===== config.mk =====
export PLATFORM = sky130hd
export DESIGN_NAME = ahb3lite_interconnect_switch_ctrl_flat
export DESIGN_NICKNAME = d
export VERILOG_FILES = /design/src/rtl/ahb3lite_interconnect_switch_ctrl_if.sv /design/src/rtl/ahb3lite_interconnect_switch_ctrl.sv /design/src/flat_wrapper.sv
export SDC_FILE = /design/constraint.sdc
export NUM_CORES = 1
export LEC_CHECK = 0
export BUFFER_PORTS_ARGS = -buffer_cell sky130_fd_sc_hd__buf_2
export CORE_UTILIZATION = 53
export CTS_CLUSTER_SIZE = 20
export DETAILED_ROUTE_END_ITERATION = 10
export PLACE_DENSITY = 0.78
export SYNTH_ARGS = -nofsm -noshare
export SYNTH_HDL_FRONTEND = slang
export SYNTH_SLANG_ARGS = --single-unit

===== constraint.sdc =====
create_clock -name HCLK -period 2.3 [get_ports HCLK]
set_input_delay 0.345 -clock HCLK [delete_from_list [all_inputs] [get_ports HCLK]]
set_output_delay 0.345 -clock HCLK [all_outputs]
set_load 0.005 [all_outputs]

===== src/rtl/ahb3lite_interconnect_switch_ctrl_if.sv =====
// Address-phase view of one master port plus the switch-control outputs
// that the slave-port arbiter samples.
interface ahb3lite_interconnect_switch_ctrl_if #(
    parameter int MAX_INCR_BEATS = 16,
    parameter int HOLD_BITS      = $clog2(MAX_INCR_BEATS + 1)
);
    logic                 HSEL;
    logic [1:0]           HTRANS;
    logic [2:0]           HBURST;
    logic                 HMASTLOCK;
    logic                 HREADY;
    logic                 other_req;

    logic                 can_switch;
    logic                 burst_active;
    logic [7:0]           beats_left;
    logic [HOLD_BITS-1:0] hold_cnt;
    logic                 incr_preempt;

    // Bus side: drives the observed master signals, reads the switch status.
    modport master (
        output HSEL, HTRANS, HBURST, HMASTLOCK, HREADY, other_req,
        input  can_switch, burst_active, beats_left, hold_cnt, incr_preempt
    );

    // Tracker side.
    modport slave (
        input  HSEL, HTRANS, HBURST, HMASTLOCK, HREADY, other_req,
        output can_switch, burst_active, beats_left, hold_cnt, incr_preempt
    );
endinterface


===== src/rtl/ahb3lite_interconnect_switch_ctrl.sv =====
// Per-master burst/lock tracker: tells the slave-port arbiter when this master
// may be re-arbitrated without breaking a fixed burst or a locked sequence.
module ahb3lite_interconnect_switch_ctrl #(
    parameter int MAX_INCR_BEATS = 16,
    parameter int HOLD_BITS      = $clog2(MAX_INCR_BEATS + 1)
) (
    input  logic HCLK,
    input  logic HRESETn,
    ahb3lite_interconnect_switch_ctrl_if.slave bus
);
    localparam logic [1:0] S_IDLE  = 2'd0;
    localparam logic [1:0] S_BURST = 2'd1;
    localparam logic [1:0] S_INCR  = 2'd2;
    localparam logic [1:0] S_LOCK  = 2'd3;

    localparam logic [1:0] TR_IDLE   = 2'd0;
    localparam logic [1:0] TR_NONSEQ = 2'd2;
    localparam logic [1:0] TR_SEQ    = 2'd3;

    localparam logic [2:0] HB_SINGLE = 3'd0;
    localparam logic [2:0] HB_INCR   = 3'd1;

    localparam logic [HOLD_BITS-1:0] HOLD_MAX = HOLD_BITS'(MAX_INCR_BEATS);
    localparam logic [HOLD_BITS-1:0] HOLD_THR = HOLD_BITS'(MAX_INCR_BEATS - 1);

    logic [1:0]           state_q, state_d;
    logic [7:0]           beats_q, beats_d;
    logic [HOLD_BITS-1:0] hold_q, hold_d;

    logic       acc;
    logic       is_nonseq;
    logic       is_seq;
    logic       fixed_burst;
    logic [7:0] burst_len;
    logic       fresh_phase;
    logic       cs_raw;
    logic       preempt_raw;
    logic [7:0] beats_out;

    assign is_nonseq   = (bus.HTRANS == TR_NONSEQ);
    assign is_seq      = (bus.HTRANS == TR_SEQ);
    assign acc         = bus.HREADY & bus.HSEL & bus.HTRANS[1];
    assign fixed_burst = (bus.HBURST[2:1] != 2'b00);

    always_comb begin
        case (bus.HBURST[2:1])
            2'b01:   burst_len = 8'd4;
            2'b10:   burst_len = 8'd8;
            2'b11:   burst_len = 8'd16;
            default: burst_len = 8'd0;
        endcase
    end

    // A phase is judged "fresh" (with idle rules) whenever nothing in flight
    // constrains it: idle, an early-terminated burst, or a released lock.
    always_comb begin
        case (state_q)
            S_BURST, S_INCR: fresh_phase = (bus.HTRANS == TR_IDLE) || is_nonseq;
            S_LOCK:          fresh_phase = !bus.HMASTLOCK;
            default:         fresh_phase = 1'b1;
        endcase
    end

    always_comb begin
        // NOTE: every signal driven here gets a default first, so no path
        // through the branches below can leave one unassigned and infer a latch.
        state_d     = state_q;
        beats_d     = beats_q;
        hold_d      = hold_q;
        cs_raw      = 1'b0;
        preempt_raw = 1'b0;
        beats_out   = beats_q;

        if (fresh_phase) begin
            cs_raw    = !(is_nonseq && (bus.HBURST != HB_SINGLE));
            beats_out = (is_nonseq && fixed_burst && !bus.HMASTLOCK) ? burst_len : 8'd0;
            state_d   = S_IDLE;
            beats_d   = 8'd0;
            hold_d    = '0;
            if (acc && is_nonseq) begin
                if (fixed_burst) begin
                    state_d = S_BURST;
                    beats_d = burst_len - 8'd1;
                end else if (bus.HBURST == HB_INCR) begin
                    state_d = S_INCR;
                    hold_d  = HOLD_BITS'(1);
                end
            end
        end else begin
            case (state_q)
                S_BURST: begin
                    // Only the last beat's address phase opens the switch window.
                    cs_raw = is_seq && (beats_q == 8'd1);
                    if (acc && is_seq) begin
                        beats_d = beats_q - 8'd1;
                        if (beats_q == 8'd1) state_d = S_IDLE;
                    end
                end
                S_INCR: begin
                    preempt_raw = is_seq && bus.other_req && (hold_q >= HOLD_THR);
                    cs_raw      = preempt_raw;
                    if (preempt_raw) begin
                        state_d = S_IDLE;
                        hold_d  = '0;
                    end else if (acc && is_seq && (hold_q != HOLD_MAX)) begin
                        hold_d = hold_q + HOLD_BITS'(1);
                    end
                end
                default: begin
                end
            endcase
        end

        // Lock overrides whatever burst tracking would otherwise decide.
        if (bus.HMASTLOCK) begin
            state_d = S_LOCK;
            beats_d = 8'd0;
            hold_d  = '0;
        end
    end

    always_ff @(posedge HCLK or negedge HRESETn) begin
        if (!HRESETn) begin
            state_q <= S_IDLE;
            beats_q <= 8'd0;
            hold_q  <= '0;
        end else if (bus.HREADY) begin
            // NOTE: state registers use non-blocking assignments so every
            // flop samples the pre-edge values regardless of statement order.
            state_q <= state_d;
            beats_q <= beats_d;
            hold_q  <= hold_d;
        end
    end

    assign bus.can_switch   = cs_raw & ~bus.HMASTLOCK;
    assign bus.incr_preempt = preempt_raw & ~bus.HMASTLOCK;
    assign bus.burst_active = (state_q == S_BURST) || (state_q == S_INCR);
    assign bus.beats_left   = beats_out;
    assign bus.hold_cnt     = hold_q;
endmodule

===== src/flat_wrapper.sv =====
// flat-port wrapper written by rule: the top's interface ports become plain ports
module ahb3lite_interconnect_switch_ctrl_flat 
#(
    parameter int MAX_INCR_BEATS = 16,
    parameter int HOLD_BITS      = $clog2(MAX_INCR_BEATS + 1)
)
  (HCLK, HRESETn, bus_HSEL, bus_HTRANS, bus_HBURST, bus_HMASTLOCK, bus_HREADY, bus_other_req, bus_can_switch, bus_burst_active, bus_beats_left, bus_hold_cnt, bus_incr_preempt);
  ahb3lite_interconnect_switch_ctrl_if #(.MAX_INCR_BEATS(MAX_INCR_BEATS), .HOLD_BITS(HOLD_BITS)) bus_i ();
  input  logic HCLK;
  input  logic HRESETn;
  input wire logic [$bits(bus_i.HSEL)-1:0] bus_HSEL;
  input wire logic [$bits(bus_i.HTRANS)-1:0] bus_HTRANS;
  input wire logic [$bits(bus_i.HBURST)-1:0] bus_HBURST;
  input wire logic [$bits(bus_i.HMASTLOCK)-1:0] bus_HMASTLOCK;
  input wire logic [$bits(bus_i.HREADY)-1:0] bus_HREADY;
  input wire logic [$bits(bus_i.other_req)-1:0] bus_other_req;
  output wire logic [$bits(bus_i.can_switch)-1:0] bus_can_switch;
  output wire logic [$bits(bus_i.burst_active)-1:0] bus_burst_active;
  output wire logic [$bits(bus_i.beats_left)-1:0] bus_beats_left;
  output wire logic [$bits(bus_i.hold_cnt)-1:0] bus_hold_cnt;
  output wire logic [$bits(bus_i.incr_preempt)-1:0] bus_incr_preempt;
  assign bus_i.HSEL = bus_HSEL;
  assign bus_i.HTRANS = bus_HTRANS;
  assign bus_i.HBURST = bus_HBURST;
  assign bus_i.HMASTLOCK = bus_HMASTLOCK;
  assign bus_i.HREADY = bus_HREADY;
  assign bus_i.other_req = bus_other_req;
  assign bus_can_switch = bus_i.can_switch;
  assign bus_burst_active = bus_i.burst_active;
  assign bus_beats_left = bus_i.beats_left;
  assign bus_hold_cnt = bus_i.hold_cnt;
  assign bus_incr_preempt = bus_i.incr_preempt;
  ahb3lite_interconnect_switch_ctrl #(.MAX_INCR_BEATS(MAX_INCR_BEATS), .HOLD_BITS(HOLD_BITS)) u_core (.HCLK(HCLK), .HRESETn(HRESETn), .bus(bus_i));
endmodule

### Word-level counts from Yosys, hierarchy flattened

Cells that the tools add are included.
Widths: inputs -> output; s select.

* $add $sub $neg: 3
* magnitude comparators: 1
* eq/ne operators: 14
* multiplexer cells: 31
* bitwise operators: 5
* reduce and logical (&&, ||, !) cells: 25

Operators by type and width (number)
* $mux 8: 7
* $mux 5: 8
* $mux 2: 8
* $pmux 5 s3: 1
* $eq 2x2->1 const B: 6
* $ne 4x2->1 const B: 3
* $reduce_bool 3->1: 4
* $logic_and 1x1->1: 9
* $eq 8x1->1 const B: 1
* $reduce_bool 4->1: 2
* $sub 8x1->8 const B: 1
* $reduce_and 3->1: 2
* $sub 5x1->6 const B: 1
* $add 5x1->5 const B: 1
* $ge 5x4->1 const B: 1
* $ne 5x5->1 const B: 1
* $reduce_and 5->1: 1
* $and 1x1->1: 4
* $eq 2x1->1 const B: 2
* $mux 1: 4
* $pmux 1 s2: 2
* $pmux 2 s2: 1
* $eq 3x1->1 const B: 1
* $logic_not 1->1: 2
* 5 further kinds: 6

* bits in registers: 15
* bits of input ports: 11
* output and inout bits: 16
* logic and storage cells: 82

### Logic depth before layout (Yosys ltp)

Gate-level depths: netlist (run 1).

* depth after elaboration: 9
* gate-level depth with buffers: 8
* mapped depth without buffers: 8

### Worst setup path after synthesis (run 1)

No wires, ideal clock.

* kind: reg2out
* start point: reg u_core.state_q[0]
* end point: out bus_can_switch
* arrival: 1.777 ns
* data required time: 1.955 ns
* slack: 0.178 ns
* cell stages (with the launch flop): 8
* path buffers: 1
* cell sequence: dfrtp_1 -> inv_1 -> ha_1 -> nor2b_1 -> nor3_2 -> clkbuf_1 -> nor2_1 -> a31o_1

* word-level cells in the longest chain between the ends: 5
* elaborated cells between the ends (all ways): 8
* those cells by class: eq/ne: 3; mux: 3; bitwise: 1; reduce/logical: 1

RTL lines
* start, declared: line ahb3lite_interconnect_switch_ctrl.sv:26 `logic [1:0] state_q, state_d;`
* start signal, assigned: line ahb3lite_interconnect_switch_ctrl.sv:130 `state_q <= state_d;`
* $eq 2x2->1 or $eq 2x1->1 (tied branches): line ahb3lite_interconnect_switch_ctrl.sv:57, ahb3lite_interconnect_switch_ctrl.sv:90
* $reduce_or 2->1: line ahb3lite_interconnect_switch_ctrl.sv:57 `case (state_q)`
* $pmux 1 s2: line ahb3lite_interconnect_switch_ctrl.sv:57
* $mux 1 *: line ahb3lite_interconnect_switch_ctrl.sv:74 `if (fresh_phase) begin`
* $and 1x1->1 *: line ahb3lite_interconnect_switch_ctrl.sv:136 `assign bus.can_switch = cs_raw & ~bus.HMASTLOCK;`
* end, declared: line flat_wrapper.sv:17 `output wire logic [$bits(bus_i.can_switch)-1:0] bus_can_switch;`

Every way passes the cells marked *; elsewhere a longest branch is shown, timed or not.

### Worst setup path in the final report (run 1)

* start point: reg u_core.hold_q[1], in the netlist u_core.bus.hold_cnt[1]
* end point: out bus_can_switch

* word-level cells in the longest chain between the ends: 5

RTL lines
* start, declared: line ahb3lite_interconnect_switch_ctrl.sv:28 `logic [HOLD_BITS-1:0] hold_q, hold_d;`
* start signal, assigned: line ahb3lite_interconnect_switch_ctrl.sv:132 `hold_q <= hold_d;`
* $ge 5x4->1: line ahb3lite_interconnect_switch_ctrl.sv:100 `preempt_raw = is_seq && bus.other_req && (hold_q >= HOLD_THR);`
* $logic_and 1x1->1: line ahb3lite_interconnect_switch_ctrl.sv:100
* $pmux 1 s2: line ahb3lite_interconnect_switch_ctrl.sv:90 `case (state_q)`
* $mux 1: line ahb3lite_interconnect_switch_ctrl.sv:74
* $and 1x1->1: line ahb3lite_interconnect_switch_ctrl.sv:136

No other way between the ends.

==> flow_summary.toml, run 1 <==
[worst_setup_path]
critPathCaptureType = "output port"
crit_arrival_ns = 1.89
worstSetupPathType = "flip-flop to output port"
reg2reg_depth = 8
cp_max_fo = 2
start_kind = "flip-flop"
required_ns = 1.96

[synth]
synth_top_family_by_area = "simple AND/OR/NAND/NOR gates"
synthTopCellsByArea = "dfrtp_1, ha_1, inv_1"
synthArstFlopShare = 1.00
synth_area_leader_cell = "dfrtp_1"
yosys.area_share.simple = 0.291
muxShareOfSynthArea = 0.0271
synth_xor_area_frac = 0.0146
yosys_register_bits = 15
yosys.area_share.adder = 0.0937
synth.top_cell.area_share = 0.312
syn-num-nets = 169
synth_compound_area_frac = 0.207
yosysMostFrequentCell = "dfrtp_1"
synth_common_cells = "dfrtp_1, inv_1, nor2_1, nand2_1, ha_1"
ys_warn_count = 0
synth_ff_type = "dfrtp_1"
synth_cells = 149
yosysUniqueCellTypes = 38
syn_area_per_cell_um2 = 8.07
syn-cell-area_mm2 = 0.00120
yosysSeqAreaShare = 0.312
synth_edf_count = 0

[place]
io_buffers = 26
place_ws_ns = 0.105
gp_congestion = 0.907
dpl.cell_count = 203
dpl.hpwl_mm = 2.30

[drt]
antenna_left = 0
drc = 0
num_vias = 1281
route.final.wire_length_mm = 3.31
wl_per_cell_um = 15.2
viasPerCell = 5.88
first_pass_iters = 4
drt-initial-drc-count = 50

[floorplan]
initial_utilization = 0.589
die_h_um = 49.6
io_pins = 27
die-area_mm2 = 0.00246
core_mm2 = 0.00204
num_rows = 16
fp.dieW_um = 49.6

[cells_and_area]
diodes = 0
seq_area_um2 = 375
nNetsFinal = 212
fillers = 163
syn2layout_area_growth_pct = 29.4
multi_input_area_um2 = 818
final_cells = 218
layout-drive-gt1-share = 0.304

[power]
power.internal_uw = 775
switching_share = 0.433
p_clk_frac = 0.115
max-vdd-ir-drop_mv = 0.857
seqPwrFrac = 0.267
power_leakage_uw = 0.000720
p_comb_frac = 0.619
power.density_mw_per_mm2 = 878
p_sw_uw = 592

[cts]
clock_sinks = 15
htreeDepth = 1
clockBufferDepth = 2
insertion_delay_ns = 0.28
numCtsBuffers = 3
cts-root-buf = "clkbuf_4"
cts_tree = "yes"
path_clk_slew_ns = 0.10

[timing]
period_share = 0.970
slew-limit-headroom = 0.754
max_freq_mhz = 448
post-route-worst-setup-slack_ns = 0.0690
holdWs_ns = 0.398
setup_viol = 0
fin_crit_ns = 2.23
rsz0062_at_grt = "no"
finalHoldViolCount = 0
worst_slew_pin_slew_ns = 0.364
finalSetupTns_ns = 0
finalClockSkew_ns = 0.00478
slew_violations = 0

[grt]
grt_pass1_vias = 1230
grt_pass1_wl_mm = 5.60
grt_usage = 0.295
grt_overflow_total = 0
grt_max_degree = 16
antenna_found_initial = 0

[hold_path]
hold_path.class = "input pin to flip-flop"
hold_depth = 2

[run_status]
status = "finished, final reports clean"

[flow_run]
cap_violations = 0
-- layer usage --
metal / vias to the layer above / global-route usage / part of all wire
met3: 9 / 0.0370 / 0.069
met5: - / 0 / 0
li1: 624 / - / -
met1: 586 / 0.401 / 0.44
met2: 62 / 0.484 / 0.48
met4: 0 / 0.0905 / 0.013
-- area by class of cell --
class,instances,share of cell area
Clock buffer,4,0.0169
Inverter,14,0.0338
Multi-Input combinational cell,117,0.526
Sequential cell,15,0.241
Tap cell,27,0.0217
Timing Repair Buffer,41,0.161
-- worst paths after layout --
path / from / slack, ns / to
max in group asynchronous: HRESETn / 1.54 / u_core.beats_q[1]$_DFFE_PN0P_
max: u_core.bus.hold_cnt[1]$_DFFE_PN0P_ / 0.07 / bus_can_switch
min reg2reg: u_core.beats_q[7]$_DFFE_PN0P_ / 0.51 / u_core.beats_q[7]$_DFFE_PN0P_
max reg2reg: u_core.bus.hold_cnt[1]$_DFFE_PN0P_ / 0.13 / u_core.bus.hold_cnt[2]$_DFFE_PN0P_
min in group asynchronous: HRESETn / 0.50 / u_core.bus.hold_cnt[4]$_DFFE_PN0P_
min: bus_HMASTLOCK / 0.40 / u_core.beats_q[3]$_DFFE_PN0P_
-- state kept, by name (all words and copies together), names as in the netlist --
signal / flops
u_core.beats_q: 8
u_core.bus.hold_cnt: 5
u_core.state_q: 2
-- through the flow --
step                cell area [um^2]  power [uW]  utilization
CTS                             1520        1330        0.743
detailed placement              1380        1010        0.678
global placement                1380         987        0.678
floorplan                       1200         810            -
finish                          1560        1370        0.762
global route                    1560        1460        0.762
-- repair_timing --
action | 4_1_cts | 5_1_grt
setup buffers | 8 | 1
hold endpoints to repair | 15 | 0
endpoints found under the setup margin | 8 | 7
pin swaps | 4 | 5
gates resized for setup | 9 | 9
hold buffers | 1 | 0
cloned | 1 | 0
-- placed cells by master, fill, tap and decap left out, types with 2 or more instances in the layout --
| cell type | count |
|---|---|
| o21ai_0 | 7 |
| ha_2 | 2 |
| nand3_1 | 7 |
| nor4_1 | 4 |
| o21ai_1 | 6 |
| ha_1 | 6 |
| nor3_1 | 4 |
| nand2_1 | 10 |
| buf_2 | 27 |
| or2_1 | 3 |
| mux2_1 | 2 |
| inv_2 | 2 |
| nor2_1 | 13 |
| a21oi_1 | 7 |
| inv_1 | 12 |
| buf_6 | 2 |
| nor2b_4 | 2 |
| buf_4 | 11 |
| clkbuf_4 | 3 |
| o31ai_1 | 4 |
| nand2b_1 | 2 |
| o22ai_1 | 2 |
| dfrtp_1 | 15 |
| and2_1 | 5 |
| nand4_1 | 4 |
| a32oi_1 | 2 |
| o211ai_1 | 2 |
| xor2_1 | 2 |
-- power groups by stage --
stage / Combinational (uW) / Sequential [uW] / Clock [uW]
final: 846 / 365 / 157
after global routing: 929 / 369 / 166
after global placement: 615 / 372 / 0
after CTS: 807 / 362 / 158
after detailed placement: 635 / 378 / 0
after floorplan: 447 / 363 / 0
-- logic make-up after synthesis --
family / count (synthesis)
mux: 3
xor+xnor: 2
simple gates: 64
flops: 15
buf+inv: 17
fa+ha+maj: 9
compound gates: 39
-- critical path: stages, from the launching register on --
cell and delay, ns:
dfrtp_1 0.41, ha_2 0.20, and3_4 0.16, ha_2 0.16
nor2_1 0.11, a21oi_2 0.09, nand2_2 0.10, o21ai_2 0.06
a31o_1 0.19, buf_2 0.12
(Power assumes the default switching activity.)
==> run 2: changes to the inputs <==
--- a/config.mk
+++ b/config.mk
@@ -6,10 +6,11 @@
 export NUM_CORES = 1
 export LEC_CHECK = 0
 export BUFFER_PORTS_ARGS = -buffer_cell sky130_fd_sc_hd__buf_2
-export CORE_UTILIZATION = 53
+export CAP_MARGIN = 20
+export CORE_UTILIZATION = 55
 export CTS_CLUSTER_SIZE = 20
 export DETAILED_ROUTE_END_ITERATION = 10
-export PLACE_DENSITY = 0.78
+export PLACE_DENSITY = 0.81
 export SYNTH_ARGS = -nofsm -noshare
 export SYNTH_HDL_FRONTEND = slang
 export SYNTH_SLANG_ARGS = --single-unit
==> constraint.sdc (replaced) <==
create_clock -name HCLK -period 2.7 [get_ports HCLK]
set_input_delay 0.405 -clock HCLK [delete_from_list [all_inputs] [get_ports HCLK]]
set_output_delay 0.405 -clock HCLK [all_outputs]
set_load 0.005 [all_outputs]
==> flow_summary.toml, run 2 (synthesis results as in run 1) <==
[cts]
cts_tree = "yes"
clock_sinks = 15
numCtsBuffers = 3
htreeDepth = 1
clockBufferDepth = 2
cts-root-buf = "clkbuf_4"
cts_hold_buf = 0
post_cts_buffers = 0
insertion_delay_ns = 0.29
cts_resized = 0
path_clk_slew_ns = 0.10

[grt]
antenna_found_initial = 0
grtUsageMet3 = 0.0283
grt.busiest_layer = "met2"
use_met2 = 0.431
grt_max_degree = 18
grtUsageMet1 = 0.364
grt_overflow_total = 0
grt_pass1_wl_mm = 4.99
grt_pass1_vias = 1196
grt_usage = 0.268

[floorplan]
die_h_um = 48.8
fp.dieW_um = 48.8
initial_utilization = 0.601
core_mm2 = 0.00200
num_rows = 16
die-area_mm2 = 0.00238
io_pins = 27

[cells_and_area]
seq_area_um2 = 375
syn2layout_area_growth_pct = 16.4
multi_input_area_um2 = 766
layout-drive-gt1-share = 0.202
diodes = 0
final_cells = 205
final_common_cell = "buf_2"
largest-register = "u_core.beats_q"
nNetsFinal = 199
largest_reg_flops = 8
fillers = 179
final_cell_mix = "buf_2, dfrtp_1, inv_1, nor2_1, nand2_1"

[power]
p_comb_frac = 0.545
power.internal_uw = 539
p_sw_uw = 455
switching_share = 0.457
max-vdd-ir-drop_mv = 0.495
power.total_uw = 994
p_clk_frac = 0.137
power.density_mw_per_mm2 = 710
power_leakage_uw = 0.000653
seqPwrFrac = 0.318

[drt]
first_pass_iters = 4
antenna_left = 0
wl_per_cell_um = 14.2
route.final.wire_length_mm = 2.90
viasPerCell = 5.98
drc = 0
num_vias = 1226
drt-initial-drc-count = 64

[timing]
finalSetupTns_ns = 0
finalClockSkew_ns = 0.00566
finalHoldViolCount = 0
worst_slew_pin_slew_ns = 0.816
slew-limit-headroom = 0.451
period_share = 0.913
fin_crit_ns = 2.46
rsz0062_at_grt = "no"
max_freq_mhz = 406
slew_violations = 0
setup_viol = 0

[worst_setup_path]
critPathCaptureType = "output port"
cp_max_fo = 17
crit_arrival_ns = 2.06
start_kind = "flip-flop"
required_ns = 2.30
worstSetupPathType = "flip-flop to output port"

[run_status]
status = "finished, final reports clean"

[place]
dpl.cell_count = 201
gp_congestion = 0.902
dpl.hpwl_mm = 2.25
io_buffers = 26

[hold_path]
hold_path.class = "input pin to async pin"

[flow_run]
cap_violations = 0
[run 2: cell types whose count changed in the layout (fill, tap and decap cells not counted), moves of 2 or more]
cell / delta
inv_1: +2
nor2b_4: -2
ha_1: +3
buf_6: -2
ha_2: -2
buf_4: -9
inv_2: -2
nor2b_1: +2
[run 2: final timing paths]
kind                                          startpoint                                 end  slack, ns  depth (start not counted)
min                                              HRESETn  u_core.bus.hold_cnt[4]$_DFFE_PN0P_     0.0006                          1
min reg2reg                u_core.beats_q[7]$_DFFE_PN0P_       u_core.beats_q[7]$_DFFE_PN0P_       0.52                          1
max in group asynchronous                        HRESETn       u_core.beats_q[0]$_DFFE_PN0P_       2.44                          1
max reg2reg                u_core.state_q[0]$_DFFE_PN0P_  u_core.bus.hold_cnt[0]$_DFFE_PN0P_       0.53                          8
max                        u_core.state_q[0]$_DFFE_PN0P_                      bus_can_switch       0.24                          8
min in group HCLK                             bus_HREADY       u_core.beats_q[6]$_DFFE_PN0P_       0.43                          2
[run 2: power by group through the flow]
stage                     sequential (uW)  clock, uW  combinational [uW]
after floorplan                       309          0                 381
after global routing                  323        142                 607
after global placement                318          0                 517
after detailed placement              321          0                 535
after CTS                             315        137                 538
final                                 316        137                 541
[run 2: per-layer routing]
layer | vias up | share of wire
li1 | 596 | -
met1 | 565 | 0.45
met2 | 57 | 0.46
met3 | 8 | 0.076
met4 | 0 | 0.018
met5 | - | 0
[run 2: worst max-delay path, stage by stage (launching register included)]
cell     delay, ns
dfrtp_1       0.40
inv_1         0.08
ha_1          0.34
nor2b_1       0.18
nor3_2        0.16
buf_4         0.23
nor2_1        0.07
a31o_1        0.18
buf_2         0.12
[run 2: layout make-up]
type / instances / share of cell area
tap: 27 / 0.0241
clock inverter: 1 / 0.00357
clock buffer: 3 / 0.0161
multi-input combinational: 117 / 0.547
sequential: 15 / 0.268
inverter: 14 / 0.0375
timing repair buffer: 28 / 0.104
[run 2: metrics by stage]
| stage | setup slack (ns) | instance area (um^2) | util | hold WS, ns |
|---|---|---|---|---|
| 3_5_place_dp | 0.530 | 1370 | 0.684 | 0.336 |
| 5_1_grt | 0.0624 | 1400 | 0.699 | 0.0312 |
| 4_1_cts | 0.223 | 1400 | 0.698 | 0.0170 |
| 2_1_floorplan | 0.518 | 1200 | - | 0.109 |
| 3_3_place_gp | 0.606 | 1370 | 0.684 | 0.327 |
| 6_report | 0.236 | 1400 | 0.699 | 0.000558 |
